--- src/rtl/comma_align.sv ---
// comma_align: 10b word aligner for the serdes rx path.
// Finds the bit offset of the comma within a two-word window of the raw
// stream, qualifies it over several consecutive commas before declaring lock,
// then holds that offset until commas keep arriving elsewhere, stop arriving,
// or the line reports loss of signal.
module comma_align #(
    parameter logic [6:0] COMMA      = 7'b0011111,
    parameter int         LOCK_COUNT = 3,
    parameter int         LOSS_COUNT = 4,
    parameter int         GAP_AW     = 8
) (
    input  logic       clk,
    input  logic       rst,
    input  logic [9:0] rx_raw,
    input  logic       rx_los,
    output logic [9:0] rxd,
    output logic       comma,
    output logic       locked,
    output logic [3:0] offset,
    output logic [7:0] realign_cnt
);

    localparam int GOOD_W = $clog2(LOCK_COUNT + 1);
    localparam int MISS_W = $clog2(LOSS_COUNT + 1);

    localparam logic [GOOD_W-1:0] GOOD_ONE  = GOOD_W'(1);
    localparam logic [GOOD_W-1:0] GOOD_MAX  = GOOD_W'(LOCK_COUNT);
    localparam logic [MISS_W-1:0] MISS_MAX  = MISS_W'(LOSS_COUNT);
    localparam logic [GAP_AW-1:0] GAP_MAX   = '1;

    typedef enum logic [1:0] {
        HUNT   = 2'd0,
        CHECK  = 2'd1,
        LOCKED = 2'd2
    } state_t;

    state_t              state_q, state_d;
    logic [9:0]          p_q, p_d;
    logic [9:0]          rxd_q, rxd_d;
    logic                comma_q, comma_d;
    logic                locked_q, locked_d;
    logic [3:0]          offset_q, offset_d;
    logic [7:0]          realign_q, realign_d;
    logic [GOOD_W-1:0]   good_q, good_d, good_inc;
    logic [MISS_W-1:0]   miss_q, miss_d, miss_inc;
    logic [GAP_AW-1:0]   gap_q, gap_d, gap_inc;

    // The top bit of the current raw word never falls inside any of the ten
    // candidates this cycle; it is only consumed next cycle through p_q.
    logic [18:0]         window;
    logic [9:0]          match;
    logic                any_match;
    logic [3:0]          first_k;
    logic                cur_match;

    // Flag every candidate offset whose low seven bits hold a comma of either polarity.
    always_comb begin
        window = {rx_raw[8:0], p_q};
        match  = '0;
        for (int k = 0; k < 10; k++) begin
            match[k] = (window[k +: 7] == COMMA) || (window[k +: 7] == ~COMMA);
        end
    end

    // Reduce the match vector: lowest matching offset, and whether the held offset matched.
    always_comb begin
        any_match = |match;
        first_k   = 4'd0;
        cur_match = 1'b0;
        for (int k = 9; k >= 0; k--) begin
            if (match[k]) begin
                first_k = 4'(k);
            end
        end
        for (int k = 0; k < 10; k++) begin
            if (offset_q == 4'(k)) begin
                cur_match = match[k];
            end
        end
    end

    // Alignment FSM: hunt for a comma, confirm it, then hold lock until it is lost.
    always_comb begin
        state_d   = state_q;
        offset_d  = offset_q;
        good_d    = good_q;
        miss_d    = miss_q;
        gap_d     = gap_q;
        realign_d = realign_q;
        p_d       = rx_raw;

        good_inc  = good_q + 1'b1;
        miss_inc  = miss_q + 1'b1;
        gap_inc   = (gap_q == GAP_MAX) ? gap_q : gap_q + 1'b1;

        if (rx_los) begin
            state_d = HUNT;
            good_d  = '0;
            miss_d  = '0;
            gap_d   = '0;
            if (state_q == LOCKED) begin
                realign_d = realign_q + 8'd1;
            end
        end else begin
            case (state_q)
                HUNT: begin
                    if (any_match) begin
                        offset_d = first_k;
                        good_d   = GOOD_ONE;
                        miss_d   = '0;
                        gap_d    = '0;
                        state_d  = (GOOD_ONE >= GOOD_MAX) ? LOCKED : CHECK;
                    end
                end
                CHECK: begin
                    if (cur_match) begin
                        gap_d  = '0;
                        good_d = good_inc;
                        if (good_inc >= GOOD_MAX) begin
                            state_d = LOCKED;
                            good_d  = '0;
                            miss_d  = '0;
                        end
                    end else if (any_match) begin
                        // A comma somewhere else restarts qualification at that offset.
                        offset_d = first_k;
                        good_d   = GOOD_ONE;
                        gap_d    = '0;
                    end else begin
                        gap_d = gap_inc;
                        if (gap_inc == GAP_MAX) begin
                            state_d = HUNT;
                            good_d  = '0;
                            gap_d   = '0;
                        end
                    end
                end
                LOCKED: begin
                    if (cur_match) begin
                        miss_d = '0;
                        gap_d  = '0;
                    end else begin
                        gap_d = gap_inc;
                        if (any_match) begin
                            miss_d = miss_inc;
                        end
                        if ((any_match && (miss_inc >= MISS_MAX)) || (gap_inc == GAP_MAX)) begin
                            state_d   = HUNT;
                            realign_d = realign_q + 8'd1;
                            good_d    = '0;
                            miss_d    = '0;
                            gap_d     = '0;
                        end
                    end
                end
                default: begin
                    state_d = HUNT;
                end
            endcase
        end

        locked_d = (state_d == LOCKED);
    end

    // Output word is taken at the offset in force after this edge so a newly found comma is emitted aligned.
    always_comb begin
        rxd_d   = window[9:0];
        comma_d = match[0];
        for (int k = 0; k < 10; k++) begin
            if (offset_d == 4'(k)) begin
                rxd_d   = window[k +: 10];
                comma_d = match[k];
            end
        end
    end

    // State and output registers, all cleared asynchronously by rst.
    always_ff @(posedge clk or posedge rst) begin
        if (rst) begin
            state_q   <= HUNT;
            p_q       <= '0;
            rxd_q     <= '0;
            comma_q   <= 1'b0;
            locked_q  <= 1'b0;
            offset_q  <= '0;
            realign_q <= '0;
            good_q    <= '0;
            miss_q    <= '0;
            gap_q     <= '0;
        end else begin
            state_q   <= state_d;
            p_q       <= p_d;
            rxd_q     <= rxd_d;
            comma_q   <= comma_d;
            locked_q  <= locked_d;
            offset_q  <= offset_d;
            realign_q <= realign_d;
            good_q    <= good_d;
            miss_q    <= miss_d;
            gap_q     <= gap_d;
        end
    end

    assign rxd         = rxd_q;
    assign comma       = comma_q;
    assign locked      = locked_q;
    assign offset      = offset_q;
    assign realign_cnt = realign_q;

endmodule

--- config.mk ---
export PLATFORM = sky130hd
export DESIGN_NAME = comma_align
export DESIGN_NICKNAME = d
export VERILOG_FILES = /design/src/rtl/comma_align.sv
export SDC_FILE = /design/constraint.sdc
export NUM_CORES = 1
export LEC_CHECK = 0
export CORE_MARGIN = 4
export CORE_UTILIZATION = 56
export CTS_BUF_LIST = sky130_fd_sc_hd__clkbuf_4 sky130_fd_sc_hd__clkbuf_8
export CTS_CLUSTER_SIZE = 28
export DETAILED_ROUTE_END_ITERATION = 12
export DONT_BUFFER_PORTS = 1
export MAX_ROUTING_LAYER = met4
export PLACE_DENSITY = 0.71
export RECOVER_POWER = 25
export SETUP_SLACK_MARGIN = 0.4
export SYNTH_ARGS = -nofsm -noshare
export SYNTH_HDL_FRONTEND = slang
export SYNTH_SLANG_ARGS = --single-unit
--- constraint.sdc ---
create_clock -name clk -period 8.4 [get_ports clk]
set_clock_uncertainty 0.05 [all_clocks]
set_input_delay 1.68 -clock clk [delete_from_list [all_inputs] [get_ports clk]]
set_output_delay 1.68 -clock clk [all_outputs]
set_load 0.05 [all_outputs]
==> impl_metrics.ini <==
[status]
outcome = finished, violations left
violations = capacitance limit, slew limit

[synthesis]
synthArstFlopShare = 1.00
synth_area_um2 = 4140
synth-seq-cells = 49
ys_warn_count = 0
syn_avg_cell_area_um2 = 8.41
ys_seq_area_frac = 0.296
synth_cell_types = 78
synth_top_flop_cell = dfrtp_1
synth_edf_count = 0
synth_fp_nets = 512
syn_inst = 492

[clocking]
insertion_delay_ns = 0.31
root_buffer = clkbuf_8
post_cts_buffers = 0
cts_resized = 0
clkTransAtPathRegs_ns = 0.10
cts_sinks = 49
ctsHtreeMaxLevel = 2
holdBufCountCts = 0
cts_buffer_depth = 2
numCtsBuffers = 5
cts_tree = done

[floorplanning]
fp.dieW_um = 94.0
die-area_um2 = 8830
num_io_pins = 37
core_area_um2 = 7210
floorplan.initialDensity = 0.574
rows = 31
dieHeight_um = 94.0

[sta]
period_share = 0.615
finalSetupTns_ns = 0
rsz0062_at_grt = no
max_clock_freq_ghz = 0.194
tightest_slew_ns = 1.89
slew_violations = 50
setup_violations = 0
hold_viol = 0
fin_ws_ns = 3.24
layout_min_cycle_time_ns = 5.16
max_slew_margin = -0.259

[worst_setup_path]
cp_max_fo = 24
critPathLaunchType = input port
critPathArrivalTime_ns = 5.32
cp.required_ns = 8.56
end_kind = flop
critPathKind = in2reg

[layout]
most-common-layout-cells = dfrtp_1 (49), nand2_1 (40), nor2_1 (38)
final_common_cell = dfrtp_1
seqCellArea_um2 = 1230
drive_gt1_frac = 0.0759
nets = 481
fin_cells = 560
multi_input_area_um2 = 2670
diodes = 0
final.fill_count = 700
synthToLayoutAreaGrowth_pct = 1.24

[route]
drc_errors = 0
dr.pass1.iters = 6
num_vias = 3922
drtAntennaViolNets = 0
routed_wl_um = 11400
via_per_inst = 7.00
drt-wirelength-per-cell_um = 20.4
dr.first_iter.drc_count = 368

[global_route]
grt_pass1_wl_um = 19000
grt_overflow = 0
grt_max_degree = 50
grt-busiest-layer = met2
grtUsageMet2 = 0.434
use_met3 = 0.0473
grt.total_usage = 0.274
grt_pass1_vias = 3698
antenna_found_initial = 0
grt_use_met1 = 0.363

[power_and_ir_drop]
vdd_drop_max_mv = 0.207
powerDensity_nw_per_um2 = 238
p_leak_uw = 0.00170

[worst_hold_path]
hp-class = reg2reg

[place]
dp_slack_ns = 2.98
io_buffers = 0
hpwl_um = 7970
numPlacedInstances = 553
gp_congestion = 0.925

[run]
maxCapViolations = 1
cell type report:
cell class              count  share of cell area
well taps                  99              0.0296
clock buffers               5              0.0164
flip-flops and latches     49               0.293
repair buffers              1             0.00179
inverters                  15              0.0134
multi-input cells         389               0.638
clock inverters             2             0.00836
Yosys cell counts, types with 4 or more instances:
master	count	area (µm²)
dfrtp_1	49	1230
nand2_1	40	150
nor2_1	38	143
a21oi_1	26	130
clkbuf_1	26	97.6
o21ai_0	25	125
mux2i_1	20	200
a22o_1	14	123
inv_1	13	48.8
nand3_1	13	65.1
a221oi_1	12	105
a211o_1	11	96.3
nand4_1	11	68.8
buf_2	9	45.0
nor3_1	9	45.0
and2_1	8	50.1
ha_1	7	87.6
nand2b_1	7	43.8
a31oi_1	6	37.5
and3_1	6	37.5
mux2_2	6	67.6
nor2b_1	6	37.5
o22ai_1	6	37.5
o31ai_1	6	45.0
a41oi_1	5	43.8
or3_1	5	31.3
xnor2_1	5	43.8
a211oi_1	4	30.0
a21o_1	4	30.0
and4_1	4	35.0
nand3b_1	4	30.0
nor4_1	4	25.0
nor4b_1	4	35.0
o21a_1	4	30.0
or4_1	4	30.0
xor2_1	4	35.0
flip-flops by register name (all words and copies together) (netlist names):
name,cells
p_q,10
rxd,10
gap_q,8
realign_cnt,8
offset,4
miss_q,3
good_q,2
state_q,2
comma,1
locked,1
power breakdown:
group          total [µW]  leakage [µW]  internal, µW  switching (µW)
Combinational         394       0.00101           157             238
Sequential            433      0.000630           272             162
Clock                 169     0.0000540          86.7            82.0
worst max-delay path: stages:
cell and delay (ns):
nor4b_1 0.48, o21ai_0 0.24, and2_1 0.23, and4_4 0.20
a2111oi_4 0.35, a32o_2 0.55, inv_2 0.31, or4_4 0.69
a211o_1 0.30, a221oi_1 0.28
cell families (layout without fill, tap and decap cells):
group	after synthesis	count (layout)	share of synthesized area
AND/OR/NAND/NOR	183	183	0.241
AO/OA/AOI/OAI	163	163	0.297
buffers and inverters	54	23	0.0580
flip-flops	49	49	0.296
multiplexers	26	26	0.0647
XOR/XNOR	9	9	0.0190
adder cells (fa/ha/maj)	8	8	0.0236
through the flow:
step                      total power, µW  hold slack, ns  instance area [µm²]   util
after global placement                817           0.418                 4090  0.566
after CTS                             993           0.442                 4190  0.581
after floorplan                       754           0.407                 4140      -
final                                 997           0.437                 4190  0.581
after global routing                 1050           0.477                 4190  0.581
after detailed placement              822           0.429                 4090  0.566
per-layer routing:
metal	vias up	share of wire	wire length (µm)
li1	1825	-	-
met1	1861	0.42	4770
met2	209	0.47	5380
met3	27	0.085	973
met4	0	0.026	296
met5	-	0	0
final timing paths:
| check | cells past startpoint | slack [ns] | startpoint | end |
|---|---|---|---|---|
| min | 1 | 0.44 | miss_q[0] | miss_q[0] |
| max reg2reg | 13 | 3.45 | offset[0] | rxd[4] |
| max | 10 | 3.24 | rx_raw[0] | rxd[4] |
| min reg2reg | 1 | 0.44 | miss_q[0] | miss_q[0] |
| max in group asynchronous | 1 | 5.39 | rst | p_q[0] |
| min in group asynchronous | 1 | 1.82 | rst | realign_cnt[7] |
(Power assumes the default switching activity.)
